**src/rtl/sprite_loader.sv**
```systemverilog
// sprite_loader: byte-stream command parser driving per-object sprite load strobes.
// Keeps a shadow x/y per object so pixel writes go out as absolute coordinates.
module sprite_loader #(
    parameter int unsigned N_OBJ = 8
) (
    input  logic             clk,
    input  logic             rst,
    input  logic [7:0]       in_data,
    input  logic             in_valid,
    output logic             in_ready,
    output logic [N_OBJ-1:0] setxy,
    output logic [N_OBJ-1:0] setshape,
    output logic [N_OBJ-1:0] change_pxl,
    output logic [9:0]       new_x,
    output logic [9:0]       new_y,
    output logic [63:0]      new_shape,
    output logic [23:0]      pix,
    output logic             busy,
    output logic             err
);

    localparam int unsigned IDW = (N_OBJ > 1) ? $clog2(N_OBJ) : 1;

    localparam logic [2:0] OP_SETXY    = 3'd1;
    localparam logic [2:0] OP_SETSHAPE = 3'd2;
    localparam logic [2:0] OP_PIXEL    = 3'd3;
    localparam logic [2:0] OP_FILL     = 3'd4;

    typedef enum logic [2:0] {
        S_IDLE,
        S_OBJ,
        S_ARGS,
        S_EXEC,
        S_FILL
    } state_t;

    state_t           state;
    state_t           state_nxt;
    logic [2:0]       op;
    logic [3:0]       id;
    logic [3:0]       arg_cnt;
    logic [55:0]      arg_sr;
    logic [5:0]       fill_addr;
    logic [9:0]       shadow_x [N_OBJ];
    logic [9:0]       shadow_y [N_OBJ];

    logic             accept;
    logic             known_op;
    logic             id_ok;
    logic             last_arg;
    logic [3:0]       arg_need;
    logic [IDW-1:0]   id_idx;
    logic [N_OBJ-1:0] onehot;
    logic [63:0]      args_full;
    logic [9:0]       cur_x;
    logic [9:0]       cur_y;
    logic [5:0]       fill_nxt;

    // Decode of the current byte, latched command and shadow lookup
    always_comb begin
        accept    = in_valid & in_ready;
        known_op  = (in_data >= 8'd1) && (in_data <= 8'd4);
        id_ok     = 32'(id) < N_OBJ;
        id_idx    = id[IDW-1:0];
        onehot    = N_OBJ'(1) << id_idx;
        args_full = {arg_sr, in_data};
        cur_x     = shadow_x[id_idx];
        cur_y     = shadow_y[id_idx];
        fill_nxt  = fill_addr + 6'd1;
        case (op)
            OP_SETXY:    arg_need = 4'd4;
            OP_SETSHAPE: arg_need = 4'd8;
            OP_PIXEL:    arg_need = 4'd4;
            OP_FILL:     arg_need = 4'd3;
            default:     arg_need = 4'd4;
        endcase
        last_arg = accept && (state == S_ARGS) && (arg_cnt == arg_need - 4'd1);
    end

    // Next-state selection
    always_comb begin
        state_nxt = state;
        case (state)
            S_IDLE: if (accept && known_op) state_nxt = S_OBJ;
            S_OBJ:  if (accept) state_nxt = S_ARGS;
            S_ARGS: if (last_arg) state_nxt = (op == OP_FILL && id_ok) ? S_FILL : S_EXEC;
            S_EXEC: state_nxt = S_IDLE;
            S_FILL: if (fill_addr == 6'd63) state_nxt = S_IDLE;
            default: state_nxt = S_IDLE;
        endcase
    end

    // State, handshake, strobes, data buses and shadow table
    always_ff @(posedge clk) begin
        if (rst) begin
            state      <= S_IDLE;
            in_ready   <= 1'b0;
            busy       <= 1'b0;
            err        <= 1'b0;
            setxy      <= '0;
            setshape   <= '0;
            change_pxl <= '0;
            new_x      <= '0;
            new_y      <= '0;
            new_shape  <= '0;
            pix        <= '0;
            op         <= '0;
            id         <= '0;
            arg_cnt    <= '0;
            arg_sr     <= '0;
            fill_addr  <= '0;
            for (int unsigned i = 0; i < N_OBJ; i++) begin
                shadow_x[i] <= '0;
                shadow_y[i] <= '0;
            end
        end else begin
            state      <= state_nxt;
            in_ready   <= state_nxt inside {S_IDLE, S_OBJ, S_ARGS};
            busy       <= state_nxt != S_IDLE;
            err        <= 1'b0;
            setxy      <= '0;
            setshape   <= '0;
            change_pxl <= '0;
            case (state)
                S_IDLE: begin
                    if (accept) begin
                        if (known_op) begin
                            op      <= in_data[2:0];
                            arg_cnt <= '0;
                        end else begin
                            err <= 1'b1;
                        end
                    end
                end
                S_OBJ: begin
                    if (accept) id <= in_data[3:0];
                end
                S_ARGS: begin
                    if (accept) begin
                        arg_sr  <= args_full[55:0];
                        arg_cnt <= arg_cnt + 4'd1;
                    end
                    if (last_arg) begin
                        if (!id_ok) begin
                            err <= 1'b1;
                        end else begin
                            case (op)
                                OP_SETXY: begin
                                    setxy            <= onehot;
                                    new_x            <= {args_full[25:24], args_full[23:16]};
                                    new_y            <= {args_full[9:8], args_full[7:0]};
                                    shadow_x[id_idx] <= {args_full[25:24], args_full[23:16]};
                                    shadow_y[id_idx] <= {args_full[9:8], args_full[7:0]};
                                end
                                OP_SETSHAPE: begin
                                    setshape  <= onehot;
                                    new_shape <= args_full;
                                end
                                OP_PIXEL: begin
                                    change_pxl <= onehot;
                                    new_x      <= cur_x + 10'(args_full[26:24]);
                                    new_y      <= cur_y + 10'(args_full[29:27]);
                                    pix        <= args_full[23:0];
                                end
                                OP_FILL: begin
                                    change_pxl <= onehot;
                                    new_x      <= cur_x;
                                    new_y      <= cur_y;
                                    pix        <= args_full[23:0];
                                    fill_addr  <= '0;
                                end
                                default: err <= 1'b1;
                            endcase
                        end
                    end
                end
                S_FILL: begin
                    // fill_addr is the address shown on the bus this cycle
                    if (fill_addr != 6'd63) begin
                        fill_addr  <= fill_nxt;
                        change_pxl <= onehot;
                        new_x      <= cur_x + 10'(fill_nxt[2:0]);
                        new_y      <= cur_y + 10'(fill_nxt[5:3]);
                    end
                end
                default: ;
            endcase
        end
    end

endmodule

```
**config.mk**
```make
export PLATFORM = sky130hd
export DESIGN_NAME = sprite_loader
export DESIGN_NICKNAME = d
export VERILOG_FILES = /design/src/rtl/sprite_loader.sv
export SDC_FILE = /design/constraint.sdc
export NUM_CORES = 1
export LEC_CHECK = 0
export ABC_AREA = 1
export BUFFER_PORTS_ARGS = -buffer_cell sky130_fd_sc_hd__buf_2
export CAP_MARGIN = 20
export CELL_PAD_IN_SITES_DETAIL_PLACEMENT = 0
export CELL_PAD_IN_SITES_GLOBAL_PLACEMENT = 1
export CORE_UTILIZATION = 45
export DETAILED_ROUTE_END_ITERATION = 8
export PLACE_DENSITY = 0.87
export SLEW_MARGIN = 20
export SYNTH_ARGS = -nofsm -noshare
export SYNTH_HDL_FRONTEND = slang
export SYNTH_SLANG_ARGS = --single-unit
export TNS_END_PERCENT = 1
```
**constraint.sdc**
```tcl
create_clock -name clk -period 3.07 [get_ports clk]
set_input_delay 0.614 -clock clk [delete_from_list [all_inputs] [get_ports clk]]
set_output_delay 0.614 -clock clk [all_outputs]
set_load 0.02 [all_outputs]
```
# Word-level counts from Yosys, hierarchy flattened
# Memory sizes are Yosys's and may differ from the RTL's. A register that Yosys moved wholly into a read port is not among the register bits.
# Index checks and enable logic that the tools add are counted.
totals:
  ff_bits: 211
  ramBits: 160
  input_bits: 11
  output_inout_bits: 135
  word_cells: 135
  mem_count: 2
mem_list:
  columns: ["name", "depth", "word_bits", "read_ports", "rd_ports_with_merged_regs", "write_ports", "line", "rtl"]
  rows:
  - ["shadow_x", 8, 10, 1, 1, 8, "44", "logic [9:0] shadow_x [N_OBJ];"]
  - ["shadow_y", 8, 10, 1, 1, 8, "45", "logic [9:0] shadow_y [N_OBJ];"]
classes:
  addsub: 7
  order_cmp: 3
  eq_ne: 20
  shift: 1
  muxes: 55
  bitwise: 6
  reduce_logical: 25
op_table:
  columns: ["operator", "count"]
  rows:
  - ["two-way mux 10 bit", 8]
  - ["one-hot mux 10 bit (3 select lines)", 2]
  - ["adder 10 x 3 -> 10 bit", 4]
  - ["one-hot mux 10 bit (2 select lines)", 2]
  - ["two-way mux 3 bit", 11]
  - ["two-way mux 8 bit", 4]
  - ["two-way mux 6 bit", 4]
  - ["OR reduction 10 bit", 2]
  - ["one-hot mux 4 bit (2 select lines)", 2]
  - ["one-hot mux 8 bit (2 select lines)", 1]
  - ["two-way mux 1 bit", 15]
  - ["equality test 3 x 2 -> 1 bit (second input constant)", 4]
  - ["two-way mux 4 bit", 3]
  - ["inequality test 2 bit (second input constant)", 6]
  - ["one-hot mux 3 bit (4 select lines)", 1]
  - ["one-hot mux 6 bit (2 select lines)", 1]
  - ["AND reduction 4 bit", 3]
  - ["AND reduction 5 bit", 2]
  - ["OR reduction 5 bit", 2]
  - ["equality test 3 x 1 -> 1 bit (second input constant)", 3]
  - [">= comparator 8 x 1 -> 1 bit (second input constant)", 1]
  - ["less-or-equal comparator 8 x 3 -> 1 bit (second input constant)", 1]
  - ["<< shifter 1 x 3 -> 8 bit (first input constant)", 1]
  - ["adder 6 x 1 -> 6 bit (second input constant)", 1]
  - ["other kinds (20)", 33]

# Depth between registers and ports, before layout
logic_depth:
  depth_word: 11
  depth_mapped: 20
  ltp_nobuf: 17

# Least setup slack after synthesis
# OpenSTA, ideal clock, no wires.
synth_path:
  path_type: "register to register"
  from: "register (tool-made name)"
  to: "register new_y[6]"
  setup_time_ns: 0.121
  t_arrival_ns: 2.645
  required_time_ns: 2.949
  path_slack_ns: 0.305
  path_stages_with_launch: 15
  path_buffers: 3
  period_less_slack_ns: 2.765
  path_cell_list: "dfxtp_1 -> clkbuf_1 -> inv_2 -> clkbuf_1 -> buf_1 -> o221ai_1 -> o21a_1 -> ha_1 -> fa_1 -> a21oi_1 -> nand3b_1 -> nor2_1 -> xor2_1 -> a21oi_1 -> a21oi_1"
synth_lines:
  columns: ["item", "line", "rtl"]
  rows:
  - ["end signal: assignment", "151", "new_y <= {args_full[9:8], args_full[7:0]};"]
  - ["end signal: assignment", "162", "new_y <= cur_y + 10'(args_full[29:27]);"]
  - ["end signal: assignment", "168", "new_y <= cur_y;"]
  - ["end: declaration", "15", "output logic [9:0] new_y,"]

==> impl_summary.md <==
Run status
The run finished, with violations left. The checks that failed: design-rule violations.

CTS
The H-tree was split into 2 levels. The clock tree from TritonCTS is yes. Buffers inserted during clock tree synthesis total 40.

The number of sinks on the clock net is 374. In this run the deepest clock path goes through 3 buffers. The root buffer cell chosen for the clock tree is sky130_fd_sc_hd__clkbuf_16. The CTS clock-pin slew for the worst setup and hold paths is 0.06 ns. The latest clock arrival within the worst-skew pair is 0.54 ns.

Synth
The number of synthesized flops with an enable pin is 160. Of the total synthesized cell area, the portion taken by full adders, half adders and majority gates is 1.561%. The biggest area contributor in the post-synthesis netlist is sky130_fd_sc_hd__edfxtp_1. The share of synthesized flip-flops with an asynchronous set or reset is 0%. The unique cell type count in the Yosys netlist is 39. Of the post-synthesis cell area, the part taken by muxes is 0%.

The area of the mapped netlist is 0.01635 mm². The most used flip-flop cell after synthesis is sky130_fd_sc_hd__dfxtp_1. After synthesis, the largest family of logic cells by area is simple AND/OR/NAND/NOR gates.

The cell with the most instances after synthesis is sky130_fd_sc_hd__nand2_1. Sorting the synthesized cells by area gives the leading types as sky130_fd_sc_hd__edfxtp_1, sky130_fd_sc_hd__dfxtp_1, sky130_fd_sc_hd__nand2_1, sky130_fd_sc_hd__nor2_1, sky130_fd_sc_hd__a21oi_1. The synthesized design devotes to its leading area cell type 29.38% of total area. The warning count from the yosys run is 0. The total nets after synthesis is 2017. After synthesis, the most frequently instantiated cells are sky130_fd_sc_hd__nand2_1, sky130_fd_sc_hd__nor2_1, sky130_fd_sc_hd__dfxtp_1.

The synthesized netlist devotes 12.31% of its cell area to compound gates. The sequential element share of the synthesized area is 55.58%. After synthesis the netlist holds a flip-flop and latch count of 374. The synthesized netlist devotes 21.99% of its cell area to simple gates. A synthesized cell averages 8.226 µm².

The cell count after synthesis came out at 1988. The post-synthesis share of cell area spent on xor and xnor gates is 0.6963%.

Flow run
The tool flagged a number of max-cap violations equal to 0.

Worst setup path
STA puts the critical path data arrival time at 3.32 ns. In this run the worst path has a maximum fanout of 13. The element type at the critical path end is a flop. The most critical setup path has its endpoint at new_x[9]$_SDFFE_PP0P_.

The endpoint of the worst-slack reg-to-reg timing path is new_x[9]$_SDFFE_PP0P_. The required time of the worst setup path is 3.52 ns. STA classifies the critical path startpoint as a flop. The logic depth of the worst register-to-register path is 16.

The critical path is of the reg -> reg type. The worst setup slack for register-to-register paths is 0.19 ns.

Placed design
The total cell area at the placement stage is 0.01751 mm². During placement, the flow inserted port buffers numbering 145. At the placement stage, the worst setup path has a slack of 0.2351 ns.

The placed wire-length estimate is 31230 µm. At the end of routability-driven placement, the weighted congestion stood at 0.8735.

STA
The slew at the pin closest to its max-slew limit is 0.9793 ns. The maximum operating frequency is 0.3478 GHz. Setup violations remaining at the end of the flow were counted as 0.

Once routing completed, OpenROAD measured the worst setup slack at 0.1945 ns. The relative max-transition margin is 34.71%. The shortest clock period the worst path allows after layout is 2.876 ns.

The worst setup skew after layout is 0.01652 ns. After layout, the worst path uses 93.66% of the clock period. Setup repair after global routing could not meet its margin everywhere. The final hold violation count is 0. The total count of max-transition violations in the final report is 0.

Floorplan
The total area inside the core boundary comes to 0.03566 mm². From bottom edge to top edge, the die measures 192.6 µm. The die covers 0.03711 mm². The initialized floorplan defines 69 standard-cell rows.

The top-level port count is 146. The die is 192.6 µm wide. The starting density of the core is 45.86%.

GRT
In the global route stage, overall resource usage came out at 26.64%. The via count of the first global-routing pass was 13.21k. The final global-route overflow total is 0. The global-route wire length before repair is 75120 µm. The fraction of met2 tracks used by global routing is 40.42%.

The met3 routing resource usage after global routing is 7.256%. The maximum number of pins on one net before global-route repair is 103. The layer flagged by global routing as most heavily used is met2.

The initial antenna violation count is 2. Global routing used 35.89% of the available met1 tracks.

Pwr
The total internal power is 8320 µW. The relative contribution of the clock network to total power is 47.1%. Power spread over the standard cell area amounts to 558.1 mW/mm². The total net switching power is 2261 µW. The peak ir drop on the vdd network is 0.0003998 V. The leakage power is 0.007950 µW. The part of the total power dissipated in combinational logic is 3.0%. The part of the total power dissipated in sequential elements is 49.8%. In this run switching power makes up 21.37% of total power.

Final layout
The net count of the finished layout is 2126. The final design area excluding fillers is 0.01896 mm². The share of post-route cells with drive strength above 1 is 14.00%. The area growth from synthesis to layout is 15.93%. The final antenna diode count is 0.

Routing
The number of antenna-violating nets in the routed design is 0. Summed over all layers, the routed wires come to 49130 µm. For this block, the initial DRC count from the detailed router was 1315. The routed via count divided by cell count is 5.423.

The post-detailed-route DRC marker count is 6. The routed layout has 14.04k vias. The routed length per placed instance is 18.98 µm. The first detailed-routing pass took 9 iterations.

Hold path
The min-delay analysis places its worst path in the category in -> reg.
==> metrics by stage <==
step                hold WS, ns  utilization (%)  setup TNS [ns]  total power [µW]  instances
floorplan                0.4396                -               0              5562       1988
global placement         0.4490            49.12               0              5688       2511
detailed placement       0.4529            49.12               0              5693       2511
CTS                      0.3812            52.95               0             10640       2584
global route             0.3926            53.17         -0.2491             10880       2589
finish                   0.3839            53.17               0             10580       2589
==> per-layer routing <==
metal  up-vias  part of all wire, %
met5         -                0.045
met1      6595                   43
li1       6752                    -
met3       112                  9.3
met2       578                   44
met4         4                  3.8
==> power by group through the flow <==
stage	sequential, µW	combinational (µW)	clock (µW)
global route	5270	348	5260
finish	5270	321	4990
floorplan	5370	190	0
global placement	5380	312	0
detailed placement	5380	315	0
CTS	5270	317	5050
==> logic make-up (layout without fill, tap and decap cells) <==
family,Yosys count,count (layout)
and+or+nand+nor,873,873
AOI/OAI and AO/OA,381,381
DFF,374,374
buffers and inverters,329,469
adders and majority gates,18,18
xor gates and xnor gates,13,13
==> state kept, by name (all words and copies together), names as in the netlist, 3 cells and up, named ones only <==
register / flops
new_x: 10
shadow_y: 80
state: 3
id: 4
new_shape: 64
new_y: 10
shadow_x: 80
pix: 24
arg_cnt: 4
arg_sr: 56
setxy: 8
change_pxl: 8
op: 3
fill_addr: 6
setshape: 8
==> critical path, cell delays in order (launching register included) <==
cell	delay (ns)
sky130_fd_sc_hd__dfxtp_1	0.39
sky130_fd_sc_hd__clkinvlp_4	0.28
sky130_fd_sc_hd__buf_12	0.22
sky130_fd_sc_hd__nor2_1	0.12
sky130_fd_sc_hd__o21ai_0	0.12
sky130_fd_sc_hd__nand3_1	0.10
sky130_fd_sc_hd__o21a_1	0.21
sky130_fd_sc_hd__ha_1	0.31
sky130_fd_sc_hd__nand2_1	0.10
sky130_fd_sc_hd__nand2_1	0.06
sky130_fd_sc_hd__a31oi_2	0.25
sky130_fd_sc_hd__nor2_1	0.16
sky130_fd_sc_hd__nand3_1	0.12
sky130_fd_sc_hd__nand3_1	0.07
sky130_fd_sc_hd__nand2_1	0.07
sky130_fd_sc_hd__nand2_1	0.05
sky130_fd_sc_hd__a21oi_1	0.15
==> cells in the final DEF, fill, tap and decap left out, types with 7 or more instances in the layout <==
master and count:
sky130_fd_sc_hd__nand2_1 406, sky130_fd_sc_hd__nor2_1 264, sky130_fd_sc_hd__dfxtp_1 213, sky130_fd_sc_hd__inv_1 177
sky130_fd_sc_hd__a21oi_1 169, sky130_fd_sc_hd__edfxtp_1 160, sky130_fd_sc_hd__nand3_1 159, sky130_fd_sc_hd__o21ai_0 149
sky130_fd_sc_hd__buf_2 145, sky130_fd_sc_hd__buf_4 52, sky130_fd_sc_hd__clkbuf_16 43, sky130_fd_sc_hd__a31oi_1 28
sky130_fd_sc_hd__inv_2 15, sky130_fd_sc_hd__nor3_1 14, sky130_fd_sc_hd__ha_1 14, sky130_fd_sc_hd__xor2_1 12
sky130_fd_sc_hd__clkbuf_1 10, sky130_fd_sc_hd__o22ai_1 9, sky130_fd_sc_hd__nand4_1 7
==> worst min path at each step <==
stage,endpoint,cells after the start,slack (ns),startpoint
2_1_floorplan,new_shape[56]$_SDFFE_PP0P_,2,0.44,arg_sr[48]$_SDFFE_PP0N_
3_3_place_gp,arg_sr[54]$_SDFFE_PP0N_,2,0.45,arg_sr[54]$_SDFFE_PP0N_
3_5_place_dp,new_shape[34]$_SDFFE_PP0P_,2,0.45,new_shape[34]$_SDFFE_PP0P_
4_1_cts,arg_sr[2]$_SDFFE_PP0N_,3,0.38,in_data[2]
5_1_grt,arg_sr[2]$_SDFFE_PP0N_,3,0.39,in_data[2]
6_report,arg_sr[2]$_SDFFE_PP0N_,3,0.38,in_data[2]
==> area by class of cell <==
class / count / area [µm²]
Clock buffer: 57 / 1169
Timing Repair Buffer: 201 / 1195
Sequential cell: 374 / 9090
Fill cell: 3308 / 16700
Clock inverter: 16 / 196.4
Multi-Input combinational cell: 1285 / 5996
Tap cell: 461 / 576.8
Inverter: 195 / 735.7
==> timing repair <==
| item | in CTS | in global routing |
|---|---|---|
| hold buffers | 0 | 0 |
| setup endpoints to repair | 0 | 12 |
| setup buffers | 0 | 5 |
| resized for setup | 0 | 8 |
Power figures use the tool's default switching activity.
